### config.mk
export PLATFORM = sky130hd
export DESIGN_NAME = bus_requester
export DESIGN_NICKNAME = d
export VERILOG_FILES = /design/src/rtl/bus_req_pkg.sv /design/src/rtl/bus_req_timer.sv /design/src/rtl/bus_requester.sv
export SDC_FILE = /design/constraint.sdc
export NUM_CORES = 1
export LEC_CHECK = 0
export CORE_AREA = 2 2 68 70
export DETAILED_ROUTE_END_ITERATION = 8
export DIE_AREA = 0 0 70 72
export HOLD_SLACK_MARGIN = 0.08
export PLACE_DENSITY = 0.76
export REMOVE_ABC_BUFFERS = 1
export SYNTH_ARGS = -nofsm -noshare
export SYNTH_HDL_FRONTEND = slang
export SYNTH_SLANG_ARGS = --single-unit
### constraint.sdc
create_clock -name clk -period 2.64 [get_ports clk]
set_clock_uncertainty 0.1 [all_clocks]
set_input_delay 0.396 -clock clk [delete_from_list [all_inputs] [get_ports clk]]
set_output_delay 0.396 -clock clk [all_outputs]
set_load 0.02 [all_outputs]
### src/rtl/bus_req_pkg.sv
// Shared types and constants for the bus requester: the FSM state encoding, the
// preemption counter width and its saturating increment.
package bus_req_pkg;

  typedef enum logic [1:0] {
    IDLE = 2'd0,
    REQ  = 2'd1,
    XFER = 2'd2,
    REL  = 2'd3
  } state_t;

  localparam int PREEMPT_W = 8;

  function automatic logic [PREEMPT_W-1:0] sat_inc(input logic [PREEMPT_W-1:0] v);
    return (&v) ? v : v + PREEMPT_W'(1);
  endfunction

endpackage

### src/rtl/bus_req_timer.sv
// Stall counter: counts enabled cycles and flags the cycle on which the count would
// reach TIMEOUT, so the owner can act on that same clock edge.
module bus_req_timer #(
  parameter int TIMEOUT = 64
) (
  input  logic clk,
  input  logic rst,
  input  logic clear,
  input  logic en,
  output logic expired
);

  localparam int CNT_W = $clog2(TIMEOUT + 1);
  localparam logic [CNT_W-1:0] LAST = CNT_W'(TIMEOUT - 1);

  logic [CNT_W-1:0] count;

  // The TIMEOUT-th stalled cycle is the one that expires, not the cycle after it.
  assign expired = en & ~clear & (count == LAST);

  always_ff @(posedge clk or posedge rst) begin
    if (rst) begin
      count <= '0;
    end else if (clear) begin
      count <= '0;
    end else if (en) begin
      count <= count + CNT_W'(1);
    end
  end

endmodule

### src/rtl/bus_requester.sv
// Requester-side client of a 2-port round-robin arbiter: accepts a burst command,
// requests the bus, streams beats while granted (surviving preemption), then releases.
module bus_requester
  import bus_req_pkg::*;
#(
  parameter int DATA_W  = 32,
  parameter int LEN_W   = 4,
  parameter int TIMEOUT = 64
) (
  input  logic                 clk,
  input  logic                 rst,
  input  logic                 cmd_valid,
  output logic                 cmd_ready,
  input  logic [LEN_W-1:0]     cmd_len,
  input  logic [DATA_W-1:0]    wr_data,
  input  logic                 wr_valid,
  output logic                 wr_ready,
  output logic                 req,
  input  logic                 gnt,
  output logic                 bus_valid,
  output logic [DATA_W-1:0]    bus_data,
  output logic                 bus_last,
  output logic                 done,
  output logic                 abort,
  output logic [PREEMPT_W-1:0] preempt_cnt
);

  state_t           state;
  logic [LEN_W-1:0] remaining;
  logic             gnt_q;
  logic             in_xfer;
  logic             stall;
  logic             beat;
  logic             last_beat;
  logic             preempt;
  logic             timeout;

  assign in_xfer   = (state == XFER);
  assign stall     = ((state == REQ) | in_xfer) & ~gnt;
  assign cmd_ready = (state == IDLE);

  // Beat path is combinational from gnt so a granted cycle is never wasted.
  assign wr_ready  = in_xfer & gnt;
  assign beat      = wr_ready & wr_valid;
  assign last_beat = beat & (remaining == '0);
  assign bus_valid = beat;
  assign bus_data  = beat ? wr_data : '0;
  assign bus_last  = last_beat;
  assign preempt   = in_xfer & gnt_q & ~gnt;

  bus_req_timer #(
    .TIMEOUT (TIMEOUT)
  ) u_timer (
    .clk     (clk),
    .rst     (rst),
    .clear   (~stall),
    .en      (stall),
    .expired (timeout)
  );

  // NOTE: all state below uses non-blocking assignments so every register samples
  // the pre-edge values; blocking here would create order-dependent simulation races.
  always_ff @(posedge clk or posedge rst) begin
    if (rst) begin
      state       <= IDLE;
      req         <= 1'b0;
      remaining   <= '0;
      gnt_q       <= 1'b0;
      done        <= 1'b0;
      abort       <= 1'b0;
      preempt_cnt <= '0;
    end else begin
      gnt_q <= gnt;
      done  <= 1'b0;
      abort <= 1'b0;

      if (preempt) begin
        preempt_cnt <= sat_inc(preempt_cnt);
      end

      unique case (state)
        IDLE: begin
          if (cmd_valid) begin
            state       <= REQ;
            req         <= 1'b1;
            remaining   <= cmd_len;
            preempt_cnt <= '0;
          end
        end

        REQ: begin
          if (gnt) begin
            state <= XFER;
          end else if (timeout) begin
            state <= REL;
            req   <= 1'b0;
            abort <= 1'b1;
          end
        end

        XFER: begin
          if (last_beat) begin
            state <= REL;
            req   <= 1'b0;
            done  <= 1'b1;
          end else if (beat) begin
            remaining <= remaining - LEN_W'(1);
          end else if (timeout) begin
            state <= REL;
            req   <= 1'b0;
            abort <= 1'b1;
          end
        end

        REL: begin
          state <= IDLE;
        end
      endcase
    end
  end

  a_done_abort_excl : assert property (@(posedge clk) disable iff (rst) !(done && abort));
  a_beat_needs_req  : assert property (@(posedge clk) disable iff (rst) bus_valid |-> req);

endmodule

Word level (Yosys, flattened, before mapping)
Index checks and enable logic that the tools add are counted.
{"block": "op_classes", "n_mux": 29, "eq_ne": 9, "bitwise": 9, "reduce_logical": 8, "add_sub_neg": 3}
{"operator": "$mux W32", "n": 1}
{"operator": "$mux W8", "n": 4}
{"operator": "$mux W4", "n": 3}
{"operator": "$mux W1", "n": 11}
{"operator": "$mux W2", "n": 5}
{"operator": "$add A8 B1 Y8 const B", "n": 1}
{"operator": "$pmux W2 S4", "n": 1}
{"operator": "$pmux W4 S2", "n": 1}
{"operator": "$reduce_and A4 Y1", "n": 2}
{"operator": "$reduce_and A8 Y1", "n": 1}
{"operator": "$add A7 B1 Y7 const B", "n": 1}
{"operator": "$and A1 B1 Y1", "n": 7}
{"operator": "$eq A7 B6 Y1 const B", "n": 1}
{"operator": "$mux W7", "n": 1}
{"operator": "$ne A2 B2 Y1 const B", "n": 3}
{"operator": "$eq A2 B2 Y1 const B", "n": 2}
{"operator": "$logic_not A4 Y1", "n": 1}
{"operator": "$sub A4 B1 Y4 const B", "n": 1}
{"operator": "$ne A3 B3 Y1 const B", "n": 1}
{"operator": "$pmux W1 S3", "n": 1}
{"operator": "$reduce_bool A3 Y1", "n": 1}
{"operator": "$eq A2 B1 Y1 const B", "n": 1}
{"operator": "$logic_not A2 Y1", "n": 1}
{"operator": "$ne A2 B1 Y1 const B", "n": 1}
{"operator": "5 further kinds", "n": 5}
{"block": "word_totals", "reg_bits": 25, "input_bits": 41, "word_cells": 66, "out_inout_bits": 47}

Logic depth before layout (Yosys ltp)
{"block": "depth", "ltp_word": 8, "ltp_mapped": 8, "depth_no_buf": 7}

Hierarchy
From an unflattened synthesis, not the netlist that was laid out.
{"block": "hier_totals", "hier_cells": 187, "hier_area_um2": 1732.9}
{"mod": "bus_requester", "area_per_inst_um2": 1405.1, "cells_each": 155, "instances": 1, "seq_area_each_um2": 450.4}
{"mod": "bus_req_timer", "area_per_inst_um2": 327.8, "cells_each": 32, "instances": 1, "seq_area_each_um2": 175.2}

Least setup slack after synthesis
Ideal clock, no wire load.
{"block": "synth_timing", "kind": "reg-to-output", "from": "reg state[0]", "to": "out bus_data[22]", "t_required_ns": 2.144, "setup_slack_ns": 0.419, "stages_incl_launch_ff": 8, "arrival_time_ns": 1.725, "path_buffers": 2, "path_cell_list": "dfrtp_1 > inv_1 > ha_1 > buf_2 > nand3_1 > inv_1 > clkbuf_1 > and2_1"}
{"block": "synth_via", "elab_chain_len": 4}
{"item": "from (decl)", "line": "bus_requester.sv:28", "source": "state_t state;"}
{"item": "from (signal assigned)", "line": "bus_requester.sv:65", "source": "state <= IDLE;"}
{"item": "from (signal assigned)", "line": "bus_requester.sv:84", "source": "state <= REQ;"}
{"item": "from (signal assigned)", "line": "bus_requester.sv:93", "source": "state <= XFER;"}
{"item": "$eq A2 B2 Y1", "line": "bus_requester.sv:38", "source": "assign in_xfer = (state == XFER);"}
{"item": "$and A1 B1 Y1", "line": "bus_requester.sv:43", "source": "assign wr_ready = in_xfer & gnt;"}
{"item": "$and A1 B1 Y1", "line": "bus_requester.sv:44", "source": "assign beat = wr_ready & wr_valid;"}
{"item": "net bus_valid", "line": "bus_requester.sv:20", "source": "output logic bus_valid,"}
{"item": "$mux W32", "line": "bus_requester.sv:47", "source": "assign bus_data = beat ? wr_data : '0;"}
{"item": "to (decl)", "line": "bus_requester.sv:21", "source": "output logic [DATA_W-1:0] bus_data,"}
The timed path passes the listed nets, and every way through them passes these cells.

Final worst setup path
{"block": "layout_timing", "from": "reg state[0]", "to": "out wr_ready"}
{"block": "layout_via", "elab_chain_len": 2}
{"item": "$eq A2 B2 Y1", "line": "bus_requester.sv:38"}
{"item": "$and A1 B1 Y1", "line": "bus_requester.sv:43"}
{"item": "to (decl)", "line": "bus_requester.sv:17", "source": "output logic wr_ready,"}
Every way passes these cells.

==> results.txt <==
- The run finished with clean final reports.
- Routed wire length: 4660 um
- Final setup violation count: 0
* Most frequent cells in the layout: 54 x clkdlybuf4s50_1, 34 x and2_1, 32 x dlymetal6s2s_1
- Clock transition at the registers of the reported paths: 0.09 ns
- I/O pin total: 88
- Setup slack on the critical path of the routed design comes to 0.177 ns.
* Number of buffers created by CTS: 3
- For this run, asynchronously set or reset flops after synthesis account for 100%.
* TritonCTS clock tree: done
* Number of placement rows: 24
- At the placement stage, the worst setup path has a slack of 0.101 ns.
* P per Cell Area: 531 mW/mm2
- After legalization and detailed placement, the total HPWL measured 3750 um.
- Drt via density: 5.00
* Crit-path max FO: 17
* Reg2reg setup slack: 0.64 ns
* Cell type group with the largest total delay on the critical path: buffers and inverters
- The final critical path takes up 93.3% of the cycle.
- Core utilization of the finished layout: 63.1%
- The worst register-to-register path begins at state[0].
- Across the run, the number of max-cap violations was 0.
- The first global-routing pass estimated 7500 um of wire.
- Once the floorplan was initialized, standard cells occupied 38.2% of the core.
- Summing the areas of all fa, ha and maj instances in the mapped netlist gives 6.15% of the synthesized area.
- Multiplexer share of the synthesized area: 1.84%
- Main flop type after synthesis: dfrtp_1
* Worst-case vdd ir drop: 0.000347 V
- Setup repair after global routing missed its margin: no
- The min-delay analysis places its worst path in the category in2async.
- The number of failing hold endpoints at the final stage came to 0.
* Buffer cell driving the clock tree root: clkbuf_8
- Time the worst path needs with I/O delays and setup: 2.46 ns
- Among all stages on the critical path, the largest delay is contributed by clkdlybuf4s50_1.
* Cells along the critical path: inv_1 -> ha_1 -> buf_4 -> and2_2 -> clkdlybuf4s50_1
- Post-synth EDFFs: 0
- The area growth from synthesis to layout is 65.3%.
* Number of buffers inserted to repair setup after CTS: 0
- Starting DRC count in detailed routing: 34
* Path type of the worst setup path: reg2out
- Number of antenna diodes: 0
- Antenna violations before repair: 0
- Sequential cells were found to cover 38.4% of the synthesized design area.
- At the end of routability-driven placement, the weighted congestion stood at 0.808.
* Least-Margin Pin Slew: 0.425 ns
- Post-Syn Area: 0.00163 mm2
- Simple logic cell fraction of the synthesized area: 32.4%
* Xor and xnor area share after synthesis: 3.77%
* Combinational family with the most area after synthesis: simple AND/OR/NAND/NOR gates
* Cell area after layout: 0.00269 mm2
- Number of optimization iterations in the first detailed-route pass: 4
- The average instance in the mapped netlist occupies 8.85 um2.
- Startpoint class of the critical path: flop
- Global-route congestion overflow total: 0
- The core region is 0.00426 mm2.
* Sum of negative setup slack: 0 ns
- Once placement completed, the tool counted placed cells totaling 321.
* Placement-stage cell area: 0.00256 mm2
- Global routing used 19.0% of the available tracks.
- STA puts the critical path data arrival time at 1.97 ns.
- Yosys printed 0 warnings.
- Summed over all cells, the static leakage comes to 1.69 nW.
- The worst pin sits at a relative slew slack of 71.3%.
- The worst setup path is captured at an output port.
- Largest buffer count on any clock path: 2
* Delay of the slowest critical-path stage: 0.59 ns
- The routed layout has 1,624 vias.
- In this run the remaining antenna-violating nets after routing total 0.
* H-tree levels: 1
* Horiz. Die Dim: 70 um
- Detailed-route DRC error count: 0
* Count of buffer and inverter cells on the critical path: 3
- Maximum number of pins on one net before global-route repair: 26
- For the worst flop-to-flop path, the logic depth is 7.
- Measured along the y axis, the die boundary spans 72 um.
- For this run, the top clock speed supported by timing is 0.406 GHz.
- After detailed routing, the average wire length per cell comes to 14.3 um.
* Layout cell share with drive strength beyond 1: 6.96%
- The cell count after synthesis came out at 184.
- The floorplan step defined a die boundary enclosing 0.00504 mm2.
* Non-filler instance count after layout: 325
* Yosys reg bits: 25
* Worst reg2reg path endpoint: preempt_cnt[7]
* Clock sink total: 25
- For the worst setup path, the data required time is 2.14 ns.
* Count of input and output buffers: 87
* Number of nets at the end of the flow: 323
- The max-slew violation total from the final report is 0.
- Worst-skew pair later-pin latency: 0.27 ns
- Area fraction in compound gates after synthesis: 12.2%
* Number of global-route vias before repair: 1,520
- The library cell used most frequently in the layout, excluding fill and tap cells, is clkdlybuf4s50_1.
- The number of different library cells used by synthesis comes to 43.
[metal layers]
metal / track usage [%] / vias to the layer above / part of all wire, %
met2: 33.4 / 68 / 49
met1: 22.0 / 743 / 41
met4: 9.83 / 0 / 3.2
li1: - / 804 / -
met5: 0 / - / 0
met3: 4.03 / 9 / 6.4
[worst reg2reg max path, delay by kind of cell, from the launching register on]
family	cells	cell delay, ns
compound gates	2	0.38
fa+ha+maj	1	0.18
buf+inv	2	0.33
flops	1	0.42
simple gates	2	0.49
[layout make-up]
| cell class | instances | area, um2 |
|---|---|---|
| tap | 52 | 65.1 |
| multi-input combinational | 141 | 917 |
| clock buffer | 3 | 41.3 |
| fill | 357 | 1570 |
| sequential | 25 | 626 |
| inverter | 9 | 33.8 |
| timing repair buffer | 94 | 1000 |
| clock inverter | 1 | 5.00 |
[flip-flops by register name, indices dropped and copies added, names as in the netlist]
signal	cells
preempt_cnt	8
gnt_q	1
state	2
u_timer.count	7
remaining	4
done	1
req	1
abort	1
[stage by stage]
step / power (mW) / hold slack [ns]
finish: 1.43 / 0.362
global route: 1.55 / 0.406
CTS: 1.45 / 0.373
detailed placement: 1.22 / 0.385
global placement: 1.21 / 0.372
floorplan: 0.957 / 0.323
[worst max-delay path by stage]
stage	slack, ns	to	from	depth (start not counted)
2_1_floorplan	0.23	bus_data[0]	state[0]	5
3_3_place_gp	0.11	bus_data[21]	gnt	6
3_5_place_dp	0.10	bus_data[1]	gnt	6
5_1_grt	0.03	bus_valid	state[0]	6
4_1_cts	0.004	bus_data[1]	state[0]	7
6_report	0.18	wr_ready	state[0]	5
[report_power, final]
| group | switching [mW] | total [mW] | internal, mW |
|---|---|---|---|
| Sequential | 0.0607 | 0.513 | 0.452 |
| Combinational | 0.353 | 0.688 | 0.335 |
| Clock | 0.121 | 0.227 | 0.106 |
| Total | 0.535 | 1.43 | 0.893 |
[repair_timing]
action | 4_1_cts | 5_1_grt
setup endpoints to repair | 1 | 32
resized for setup | 1 | 32
hold buffers | 0 | 0
[cells by family after synthesis]
logic type	count (synthesis)
fa+ha+maj	8
simple gates	91
xor+xnor	7
mux	3
flops	25
compound gates	32
buf+inv	18
[cells in the mapped netlist (all sizes together) (3+ instances only)]
master	instances	area, um2
a21oi	10	50.1
a31oi	4	25.0
and2	35	220
buf	5	36.3
clkbuf	4	15.0
dfrtp	25	626
ha	8	100
inv	9	33.8
mux2i	3	30.0
nand2	10	37.5
nand2b	4	32.5
nand3	8	40.0
nand4	3	18.8
nor2	15	56.3
nor3	3	15.0
o21ai	7	35.0
xnor2	4	35.0
xor2	3	26.3
Power figures use the tool's default switching activity.
